[config.mk]
export PLATFORM = sky130hd
export DESIGN_NAME = hazard_ctrl
export DESIGN_NICKNAME = d
export VERILOG_FILES = /design/src/rtl/hazard_ctrl.sv
export SDC_FILE = /design/constraint.sdc
export NUM_CORES = 1
export LEC_CHECK = 0
export BUFFER_PORTS_ARGS = -buffer_cell sky130_fd_sc_hd__buf_2
export CORE_ASPECT_RATIO = 1.25
export CORE_MARGIN = 5
export CORE_UTILIZATION = 48
export DETAILED_ROUTE_END_ITERATION = 8
export HOLD_SLACK_MARGIN = 0.02
export PLACE_DENSITY = 0.8
export SYNTH_ARGS = -nofsm -noshare
export SYNTH_HDL_FRONTEND = slang
export SYNTH_SLANG_ARGS = --single-unit
export TNS_END_PERCENT = 5
[constraint.sdc]
create_clock -name i_clk -period 2.47 [get_ports i_clk]
set_clock_uncertainty 0.2 [all_clocks]
set_input_delay 0.247 -clock i_clk [delete_from_list [all_inputs] [get_ports i_clk]]
set_output_delay 0.247 -clock i_clk [all_outputs]
set_load 0.005 [all_outputs]
[src/rtl/hazard_ctrl.sv]
// hazard_ctrl: load-use stall and redirect flush control for the 5-stage RV32I pipeline.
// Compares the instruction in ID against the load latched in EX. When the ID instruction
// needs the load result, it holds PC and IF/ID and drops a bubble into ID/EX. It also
// flushes IF/ID and ID/EX when EX resolves a redirect.
//
// Ports:
//   i_clk, i_rst_n                  clock, async active-low reset
//   i_ID_inst, i_ID_insn_vld        instruction in ID and its valid
//   i_EX_inst, i_EX_rd_wren,        instruction in EX (rd = [11:7]), rd write enable,
//   i_EX_wb_sel, i_EX_insn_vld      writeback select, valid
//   i_EX_redirect                   EX resolved a mispredict this cycle
//   o_pc_en, o_IF_ID_en             PC / IF-ID load enables (low = stall)
//   o_IF_ID_flush, o_ID_EX_flush    pipeline register flushes
//   o_state                         FSM state
//   o_stall_cnt, o_flush_cnt        saturating stall-cycle and redirect-event counters
//
// state   | meaning
// --------+--------------------------------------------------------------
// RUN     | normal issue; stall only on a live load-use hazard
// LDSTALL | remaining bubble cycles of a multi-cycle load-use stall
// REDIR   | shadow cycles after a redirect while the new fetch returns
module hazard_ctrl #(
    parameter int         LOAD_STALL  = 1,
    parameter int         REDIR_EXTRA = 0,
    parameter logic [1:0] WB_SEL_LOAD = 2'b01,
    parameter int         CNT_W       = 32
) (
    input  logic             i_clk,
    input  logic             i_rst_n,
    input  logic [31:0]      i_ID_inst,
    input  logic             i_ID_insn_vld,
    input  logic [31:0]      i_EX_inst,
    input  logic             i_EX_rd_wren,
    input  logic [1:0]       i_EX_wb_sel,
    input  logic             i_EX_insn_vld,
    input  logic             i_EX_redirect,
    output logic             o_pc_en,
    output logic             o_IF_ID_en,
    output logic             o_IF_ID_flush,
    output logic             o_ID_EX_flush,
    output logic [1:0]       o_state,
    output logic [CNT_W-1:0] o_stall_cnt,
    output logic [CNT_W-1:0] o_flush_cnt
);

    localparam logic [1:0] ST_RUN     = 2'd0;
    localparam logic [1:0] ST_LDSTALL = 2'd1;
    localparam logic [1:0] ST_REDIR   = 2'd2;

    localparam logic [6:0] OP_LUI   = 7'b0110111;
    localparam logic [6:0] OP_AUIPC = 7'b0010111;
    localparam logic [6:0] OP_JAL   = 7'b1101111;
    localparam logic [6:0] OP_R     = 7'b0110011;
    localparam logic [6:0] OP_S     = 7'b0100011;
    localparam logic [6:0] OP_B     = 7'b1100011;

    // Counter reload values; the first stall/flush cycle happens in the cycle that
    // detects the event, so LDSTALL covers only the remaining LOAD_STALL-1 cycles.
    localparam logic [2:0] LS_RELOAD = 3'(LOAD_STALL - 1);
    localparam logic [2:0] RE_RELOAD = 3'(REDIR_EXTRA);
    localparam logic [CNT_W-1:0] CNT_ONE = 1;

    logic [1:0]       state_q, state_nxt;
    logic [2:0]       dcnt_q, dcnt_nxt;
    logic [CNT_W-1:0] stall_cnt_q, flush_cnt_q;
    logic             stall_inc, flush_inc;

    logic [6:0] id_op;
    logic [4:0] id_rs1, id_rs2, ex_rd;
    logic       uses_rs1, uses_rs2, lu, rd_ev;

    // Only opcode and register fields are decoded.
    logic unused_bits;
    assign unused_bits = ^{i_ID_inst[31:25], i_ID_inst[14:12], i_ID_inst[11:7],
                           i_EX_inst[31:12], i_EX_inst[6:0]};

    assign id_op  = i_ID_inst[6:0];
    assign id_rs1 = i_ID_inst[19:15];
    assign id_rs2 = i_ID_inst[24:20];
    assign ex_rd  = i_EX_inst[11:7];

    assign uses_rs1 = i_ID_insn_vld &&
                      (id_op != OP_LUI) && (id_op != OP_AUIPC) && (id_op != OP_JAL);
    assign uses_rs2 = i_ID_insn_vld &&
                      ((id_op == OP_R) || (id_op == OP_S) || (id_op == OP_B));

    assign lu = i_EX_insn_vld && i_EX_rd_wren && (i_EX_wb_sel == WB_SEL_LOAD) &&
                (ex_rd != 5'd0) &&
                ((uses_rs1 && (id_rs1 == ex_rd)) || (uses_rs2 && (id_rs2 == ex_rd)));

    assign rd_ev = i_EX_redirect && i_EX_insn_vld;

    always_comb begin
        o_pc_en       = 1'b1;
        o_IF_ID_en    = 1'b1;
        o_IF_ID_flush = 1'b0;
        o_ID_EX_flush = 1'b0;
        state_nxt     = state_q;
        dcnt_nxt      = dcnt_q;
        stall_inc     = 1'b0;
        flush_inc     = 1'b0;

        if (rd_ev) begin
            // Redirect beats any stall; PC/IF-ID stay enabled so the target loads.
            o_IF_ID_flush = 1'b1;
            o_ID_EX_flush = 1'b1;
            flush_inc     = 1'b1;
            if (REDIR_EXTRA > 0) begin
                state_nxt = ST_REDIR;
                dcnt_nxt  = RE_RELOAD;
            end else begin
                state_nxt = ST_RUN;
                dcnt_nxt  = 3'd0;
            end
        end else begin
            case (state_q)
                ST_RUN: begin
                    if (lu) begin
                        o_pc_en       = 1'b0;
                        o_IF_ID_en    = 1'b0;
                        o_ID_EX_flush = 1'b1;
                        stall_inc     = 1'b1;
                        if (LOAD_STALL > 1) begin
                            state_nxt = ST_LDSTALL;
                            dcnt_nxt  = LS_RELOAD;
                        end
                    end
                end
                ST_LDSTALL: begin
                    o_pc_en       = 1'b0;
                    o_IF_ID_en    = 1'b0;
                    o_ID_EX_flush = 1'b1;
                    stall_inc     = 1'b1;
                    dcnt_nxt      = dcnt_q - 3'd1;
                    if (dcnt_q <= 3'd1) begin
                        state_nxt = ST_RUN;
                        dcnt_nxt  = 3'd0;
                    end
                end
                ST_REDIR: begin
                    o_IF_ID_flush = 1'b1;
                    o_ID_EX_flush = 1'b1;
                    dcnt_nxt      = dcnt_q - 3'd1;
                    if (dcnt_q <= 3'd1) begin
                        state_nxt = ST_RUN;
                        dcnt_nxt  = 3'd0;
                    end
                end
                default: begin
                    state_nxt = ST_RUN;
                    dcnt_nxt  = 3'd0;
                end
            endcase
        end
    end

    always_ff @(posedge i_clk or negedge i_rst_n) begin
        if (!i_rst_n) begin
            state_q     <= ST_RUN;
            dcnt_q      <= 3'd0;
            stall_cnt_q <= '0;
            flush_cnt_q <= '0;
        end else begin
            state_q <= state_nxt;
            dcnt_q  <= dcnt_nxt;
            if (stall_inc && (stall_cnt_q != '1))
                stall_cnt_q <= stall_cnt_q + CNT_ONE;
            if (flush_inc && (flush_cnt_q != '1))
                flush_cnt_q <= flush_cnt_q + CNT_ONE;
        end
    end

    assign o_state     = state_q;
    assign o_stall_cnt = stall_cnt_q;
    assign o_flush_cnt = flush_cnt_q;

endmodule

; Yosys cells after proc, flatten, opt, wreduce, memory -nomap -nowiden
; Cells that the tools add are included.
[word_totals]
reg_bits = 69
word_cells = 60
input_bits = 72
out_inout_bits = 70
[classes]
magnitude_cmp = 1
eq_ne = 15
reduce_logical = 20
n_mux = 17
add_sub_neg = 3
[ops]
columns = operator, count
row1 = 32-bit by 1-bit adder with 32-bit output (second input constant), 2
row2 = 32-bit inequality test (second input constant), 2
row3 = 7-bit by 6-bit == test with 1-bit output (second input constant), 2
row4 = 1-bit logical AND, 13
row5 = 5-bit == test, 2
row6 = 1-bit two-way mux, 8
row7 = 7-bit == test (second input constant), 1
row8 = 7-bit by 5-bit inequality test with 1-bit output (second input constant), 1
row9 = 7-bit by 6-bit inequality test with 1-bit output (second input constant), 1
row10 = 7-bit inequality test (second input constant), 1
row11 = 3-bit two-way mux, 2
row12 = 1-bit case mux with 2 select lines, 3
row13 = 3-bit case mux with 2 select lines, 1
row14 = 5-bit nonzero test, 1
row15 = 2-bit by 1-bit == test with 1-bit output (second input constant), 2
row16 = 2-bit two-way mux, 2
row17 = 2-bit case mux with 2 select lines, 1
row18 = 3-bit by 1-bit <= comparator with 1-bit output (second input constant), 1
row19 = 1-bit logical OR, 3
row20 = 3-bit by 1-bit inequality test with 1-bit output (second input constant), 1
row21 = 3-bit by 1-bit subtractor with 3-bit output (second input constant), 1
row22 = 2-bit == test (second input constant), 1
row23 = 2-bit zero test, 1
row24 = 2-bit inequality test (second input constant), 1
row25 = 2 further kinds, 2

; Logic depth before layout (Yosys ltp)
; Gate-level depths: netlist (run 1).
[logic_depth]
depth_word = 11
mapped_depth = 8
ltp_nobuf = 7

; Worst setup path after synthesis (run 1)
; OpenSTA, ideal clock, no wires.
[synth_timing]
kind = input -> register
startpoint = in i_EX_wb_sel[1]
endpoint = reg stall_cnt_q[1], in the netlist o_stall_cnt[1]
arrival_ps = 1920
path_stages = 5
setup_slack_ps = 225
t_required_ps = 2145
cell_sequence = and4b_1 o211ai_2 or4_4 a221oi_4 mux2_2
[synth_between]
elab_chain_len = 8
[synth_lines]
columns = element, line
row1 = start: declaration, 34  ; input logic [1:0] i_EX_wb_sel,
row2 = 2-bit by 1-bit == test with 1-bit output, 87  ; assign lu = i_EX_insn_vld && i_EX_rd_wren && (i_EX_wb_sel == WB_SEL_LOAD) &&
row3 = 1-bit logical AND (2 in a row), 87
row4 = 1-bit logical AND, 88  ; (ex_rd != 5'd0) &&
row5 = 1-bit two-way mux, 118  ; if (lu) begin
row6 = 1-bit case mux with 2 select lines, 116  ; case (state_q)
row7 = 1-bit two-way mux, 103  ; if (rd_ev) begin
row8 = 1-bit logical AND, 166  ; if (stall_inc && (stall_cnt_q != '1))
row9 = end signal: assignment, 167  ; stall_cnt_q <= stall_cnt_q + CNT_ONE;
row10 = end: declaration, 65  ; logic [CNT_W-1:0] stall_cnt_q, flush_cnt_q;
; No other way between the ends.
; A chain may end at the register's enable or synchronous reset.

; Worst setup path in the final report (run 1)
[layout_timing]
startpoint = reg stall_cnt_q[2], in the netlist o_stall_cnt[2]
endpoint = reg stall_cnt_q[25], in the netlist o_stall_cnt[25]
[layout_between]
elab_chain_len = 2
word_cells_on_any_way = 3
cone_classes = add/sub: 1 / eq/ne: 1 / reduce/logical: 1
[layout_lines]
columns = element
row1 = "parallel branches: the longest is 2 deep, another holds 32-bit by 1-bit adder with 32-bit output"
; Several ways; the timed one is not identified.

==> metrics.md, run 1 <==
| Metric | Value |
|---|---|
| Leakage | approximately 2.3 nW |
| Synthesized area per cell | 9.75 µm² |
| # port buffers | slightly below 100 |
| Post-DP HPWL | between 6 and 7 mm |
| # diodes | 0 |
| GP Congestion | 0.984 |
| Main combinational cell family by area after synthesis | simple AND/OR/NAND/NOR gates |
| Root Buffer | clkbuf_8 |
| Final Cycle Share | 0.954 |
| Fraction of layout cells with a size suffix above 1 | 0.291 |
| RSZ-0062 raised after global routing | false |
| Clock buffer count from CTS | 9 |
| Fin. Hold Viols | 0 |
| Slew @ Worst Pin | 709 ps |
| Pwr Density | roughly 520 nW/µm² |
| Area of the multi-input gates | 1780 µm² |
| Post-synthesis compound-gate area fraction | 0.0272 |
| DRT Wirelength | slightly above 9 mm |
| Status | finished, final reports clean |
| Placed instance area | about 4200 µm² |
| Ports | between 100 and 150 |
| DRT met1 WL | approximately 3.5 mm |
| Setup TNS | 0 ps |
| Biggest area consumer among synthesized cells | dfrtp_1 |
| Commonest non-fill, non-tap cell in the layout | buf_2 |
| Initial DRC Count | 123 |
| Die X | around 86 µm |
| Clock buffer depth | 2 |
| Core Region | 6980 µm² |
| Nets | between 500 and 600 |
| Clock transition at path regs | ~70 ps |
| Max Cap Violations | 0 |
| Via count | approximately 3,200 |
| Largest cells by area after synthesis | dfrtp_1, xor2_1, xnor2_1, nand3_1, nand4_1 |
| Synth Cell Area | around 3500 µm² |
| Most frequent cells in the layout | buf_2, dfrtp_1, xor2_1 |
| Max-slew violations | 0 |
| Worst setup SP type | flop |
| Met2 routed WL | approximately 4.7 mm |
| Yosys top cell area share | 0.464 |
| FF+latch count, synth | 64 |
| Setup CP Type | reg -> reg |
| Total grt overflow | 0 |
| FMAX | 0.425 GHz |
| Vias per inst | ~5.7 |
| Post-synthesis sequential area ratio | 0.464 |
| First-pass GRT wire length | roughly 15 mm |
| Worst slew margin | 0.528 |
| Largest net degree at the start of global routing | 36 |
| Min cycle time layout | between 2000 and 2500 ps |
| Antenna violations before repair | 0 |
| Setup violations, final | 0 |
| CP Capture Type | flop |
| Tot GR Track Use | 0.207 |
| Critical path startpoint | o_stall_cnt[2]$_DFFE_PN0P_ |
| Synth Instances | ~350 |
| Arrival time worst endpoint | around 2400 ps |
| FILL cells | 593 |
| Row cnt | 34 |
| # DRC | 0 |
| Storage cell area | about 1600 µm² |
| Drt pass-1 iters | 4 |
| Distinct cells, synth | 40 |
| Design area | 4380 µm² |
| Post-route ant nets | 0 |
| Worst endpoint required time | about 2500 ps |
| Synth Area in Simple Gates | 0.296 |
| Met3 wire length | 740 µm |
| Mux contribution to synthesized area | 0.00326 |
| Routed len/inst | 16.2 µm |
| Initial Util | 0.495 |
| H-tree levels | 3 |
| Die Ht | about 100 µm |
| YS warnings | 0 |
| CP Max Fanout | 6 |
| CTS tree | yes |
| Peak VDD IR | about 0.55 mV |
| Max Used Layer | met4 |
| Area Growth Syn to Fin | 26.9% |
| Clock sinks | between 60 and 70 |
| Synth Area in XOR/XNOR | 0.180 |
| R2r startpoint | o_stall_cnt[2]$_DFFE_PN0P_ |
| Hold crit path type | in -> async |
| Worst-Skew Late Latency | between 300 and 400 ps |
| Adder and majority gate portion of the synthesized area | 0.00725 |
| Die area | 9000 µm² |
| Vias in the first global route | approximately 3,300 |
## power breakdown
part / total (W) / switching (W) / internal (W)
registers: 0.00117 / 0.0000725 / 0.00110
clock network: 0.000861 / 0.000394 / 0.000467
logic: 0.000262 / 0.000140 / 0.000122
total: 0.00229 / 0.000606 / 0.00169
## cells in the mapped netlist
| library cell | n |
|---|---|
| ha_1 | 2 |
| o2111ai_1 | 2 |
| nor2b_1 | 1 |
| mux2_2 | 1 |
| or4_4 | 2 |
| and4_1 | 3 |
| clkbuf_1 | 4 |
| nor3_2 | 1 |
| nor2_1 | 23 |
| and3_1 | 18 |
| nor3_1 | 17 |
| or3_1 | 1 |
| a31oi_1 | 1 |
| or4_1 | 1 |
| nor4_1 | 18 |
| nand4b_1 | 1 |
| nand2_1 | 38 |
| and2_1 | 1 |
| inv_1 | 5 |
| a21oi_1 | 2 |
| buf_2 | 3 |
| nor4b_1 | 1 |
| o41a_2 | 1 |
| buf_4 | 3 |
| conb_1 | 1 |
| nor4_2 | 1 |
| a2111oi_0 | 1 |
| dfrtp_1 | 64 |
| and4b_1 | 1 |
| nand3_1 | 35 |
| nand3b_1 | 1 |
| nand4_1 | 23 |
| o211ai_2 | 1 |
| xnor2_1 | 30 |
| and2_0 | 1 |
| a221oi_4 | 1 |
| nor3b_1 | 1 |
| nand4_2 | 1 |
| nand2b_1 | 1 |
| xor2_1 | 41 |
## logic make-up (layout without fill, tap and decap cells)
logic type | after synthesis | after routing
AO/OA/AOI/OAI | 9 | 9
XOR/XNOR | 71 | 71
adder cells (fa/ha/maj) | 2 | 2
buffers and inverters | 15 | 135
flip-flops | 64 | 64
multiplexers | 1 | 1
other | 1 | 2
AND/OR/NAND/NOR | 191 | 191
## metal layers
| metal | track usage | up-vias |
|---|---|---|
| met2 | 0.359 | 152 |
| met5 | 0 | - |
| met1 | 0.240 | 1526 |
| li1 | - | 1494 |
| met3 | 0.0543 | 21 |
| met4 | 0.0837 | 0 |
## worst max-delay path: stages, from the launching register on
cell and delay, ps:
dfrtp_1 460, nand4_2 230, nor2_1 240, nand3_1 130, or4_4 480, nor4_1 350, xor2_1 180
## metrics by stage
step / util / power [W] / std cells / hold WS, ps / worst slack, ps
after floorplan: - / 0.00130 / 355 / -249 / 225
after global placement: 0.598 / 0.00144 / 548 / 123 / 78.7
after detailed placement: 0.598 / 0.00145 / 548 / 133 / 28.3
after CTS: 0.627 / 0.00231 / 564 / 289 / 44.2
after global routing: 0.628 / 0.00239 / 565 / 314 / 5.80
final: 0.628 / 0.00229 / 565 / 287 / 115
## worst paths after layout
path,end,slack (ps),cells after the start
worst max-delay path,o_stall_cnt[25]$_DFFE_PN0P_,110,6
worst min-delay path,o_flush_cnt[15]$_DFFE_PN0P_,290,2
worst max register to register,o_stall_cnt[25]$_DFFE_PN0P_,110,6
worst min register to register,o_flush_cnt[28]$_DFFE_PN0P_,290,1
max in group asynchronous,o_stall_cnt[28]$_DFFE_PN0P_,1150,3
min in group i_clk,o_flush_cnt[28]$_DFFE_PN0P_,290,1
## cell type report
class,count,area share
flip-flops and latches,64,0.366
repair buffers,115,0.154
clock inverters,2,0.00286
well taps,90,0.0257
clock buffers,13,0.0408
inverters,5,0.00428
multi-input cells,276,0.407
## repair_timing
item	in CTS	in global routing
endpoints found under the hold margin	29	0
gates resized for setup	0	0
buffers inserted	0	1
hold buffers	1	0
setup endpoints to repair	0	1
## state kept, by name (all words and copies together), names as in the netlist
name,flops
o_flush_cnt,32
o_stall_cnt,32
Power figures use the tool's default switching activity.
==> inputs of run 2 (changes only) <==
CORE_MARGIN = 2   (was 5)
==> run 2 against run 1 <==
  * Setup slack better by 13 ps
  * Non-clock buffer count is 2 higher
  * Count of clock-buffer cells in the layout is 1 higher
  * Routed wire length is 4.3% lower
  * Combinational power hardly changed
  * Sequential power hardly changed
  * Final area is 0.40% higher
  * First-iteration DRC count is 69% higher
  * Highest routed layer unchanged
  * Largest cell class unchanged
  * Global-route usage is 1.4 points higher
==> metrics.md, run 2 (synthesized netlist as in run 1, its figures left out) <==
| Metric | Value |
|---|---|
| Placed instance area | between 4000 and 5000 µm² |
| Commonest non-fill, non-tap cell in the layout | buf_2 |
| Leakage | between 2 and 2.5 nW |
| Setup TNS | 0 ps |
| Max-slew violations | 0 |
| Die area | about 7900 µm² |
| Hold crit path type | in -> async |
| Min cycle time layout | 2340 ps |
| Design area | around 4400 µm² |
| Routed len/inst | 15.4 µm |
| Largest net degree at the start of global routing | between 60 and 70 |
| Ports | 142 |
| Post-DP HPWL | ~6.4 mm |
| Worst setup SP type | flop |
| Clock transition at path regs | about 70 ps |
| Max Cap Violations | 0 |
| Row cnt | 34 |
| GP Congestion | between 0.8 and 0.9 |
| Antenna violations before repair | 0 |
| Die X | about 80 µm |
| Setup CP Type | reg -> reg |
| Area Growth Syn to Fin | 27.4% |
| Most frequent cells in the layout | buf_2, dfrtp_1, xor2_1 |
| Placed cell count | between 500 and 600 |
| FMAX | approximately 0.43 GHz |
| Drt pass-1 iters | 5 |
| Tot GR Track Use | 0.221 |
| Root Buffer | clkbuf_8 |
| Worst-Skew Late Latency | 340 ps |
| H-tree levels | 3 |
| Nets | between 500 and 600 |
| # diodes | 0 |
| Via count | ~3,200 |
| Clock buffer depth | 2 |
| Total grt overflow | 0 |
| DRT Wirelength | between 8 and 9 mm |
| Clock buffer count from CTS | 9 |
| Worst endpoint required time | approximately 2500 ps |
| Post-route ant nets | 0 |
| First-pass GRT wire length | between 10 and 15 mm |
| Peak VDD IR | 0.526 mV |
| Util after Layout | 0.630 |
| Initial Util | 0.495 |
| Worst slack at placement | -58.3 ps |
| # DRC | 0 |
| # port buffers | between 90 and 100 |
| Fin cells | roughly 570 |
| Post CTS Setup Buffer Count | 0 |
| Core Region | roughly 7000 µm² |
| Initial DRC Count | between 200 and 250 |
| Slew @ Worst Pin | 587 ps |
| Fraction of layout cells with a size suffix above 1 | 0.293 |
| Die Ht | 98.8 µm |
| Final Cycle Share | 0.948 |
| Fin. Hold Viols | 0 |
| Vias per inst | 5.65 |
| Arrival time worst endpoint | ~2400 ps |
| Pwr Density | roughly 550 nW/µm² |
| RSZ-0062 raised after global routing | false |
| CTS tree | yes |
| Clock sinks | 64 |
| Setup slack after layout | around 130 ps |
| Worst slew margin | 0.607 |
| Vias in the first global route | between 3,000 and 4,000 |
| Setup violations, final | 0 |
| CP Max Fanout | 6 |
| Status | finished, final reports clean |
| CP Capture Type | flop |
-- run 2: final timing paths --
check,slack [ps],depth (start not counted),startpoint,endpoint
max in group asynchronous,1540,3,i_rst_n,o_stall_cnt[21]$_DFFE_PN0P_
min in group i_clk,290,1,o_flush_cnt[28]$_DFFE_PN0P_,o_flush_cnt[28]$_DFFE_PN0P_
hold / removal,220,3,i_rst_n,o_flush_cnt[17]$_DFFE_PN0P_
setup reg to reg,130,6,o_stall_cnt[2]$_DFFE_PN0P_,o_stall_cnt[27]$_DFFE_PN0P_
setup / recovery,130,6,o_stall_cnt[2]$_DFFE_PN0P_,o_stall_cnt[27]$_DFFE_PN0P_
hold reg to reg,290,1,o_flush_cnt[28]$_DFFE_PN0P_,o_flush_cnt[28]$_DFFE_PN0P_
-- run 2: repair_timing --
item                                   CTS  global route
hold buffers                             1             0
endpoints found under the hold margin   64             0
gates resized for setup                  0             1
setup endpoints to repair                0             1
-- run 2: metrics by stage --
stage	power, W	hold WS (ps)
6_report	0.00240	222
5_1_grt	0.00251	278
4_1_cts	0.00242	243
3_5_place_dp	0.00145	88.9
3_3_place_gp	0.00144	83.1
2_1_floorplan	0.00130	-249
-- run 2: metal layers --
| metal | global-route usage | part of all wire | up-vias |
|---|---|---|---|
| met3 | 0.0568 | 0.076 | 19 |
| met2 | 0.398 | 0.53 | 137 |
| li1 | - | - | 1509 |
| met4 | 0.0939 | 0.018 | 0 |
| met1 | 0.243 | 0.37 | 1544 |
| met5 | 0 | 0 | - |
-- run 2: final cells by class --
type | count | area [µm²]
clock buffer | 14 | 183
inverter | 5 | 18.8
clock inverter | 2 | 35.0
multi-input combinational | 276 | 1780
tap | 90 | 113
sequential | 64 | 1600
timing repair buffer | 117 | 663
fill | 587 | 2580
-- run 2: worst max-delay path: stages, from the launching register on --
cell,delay [ps]
dfrtp_1,450
nand4_2,220
nor2_1,250
nand3_1,150
or4_4,480
nor4_1,340
xor2_1,180
-- run 2: where the power goes --
| group | leakage [nW] | internal, W | total (W) | switching (W) |
|---|---|---|---|---|
| clock | 0.113 | 0.000576 | 0.000974 | 0.000398 |
| sequential | 0.877 | 0.00110 | 0.00117 | 0.0000742 |
| combinational | 1.30 | 0.000121 | 0.000259 | 0.000138 |
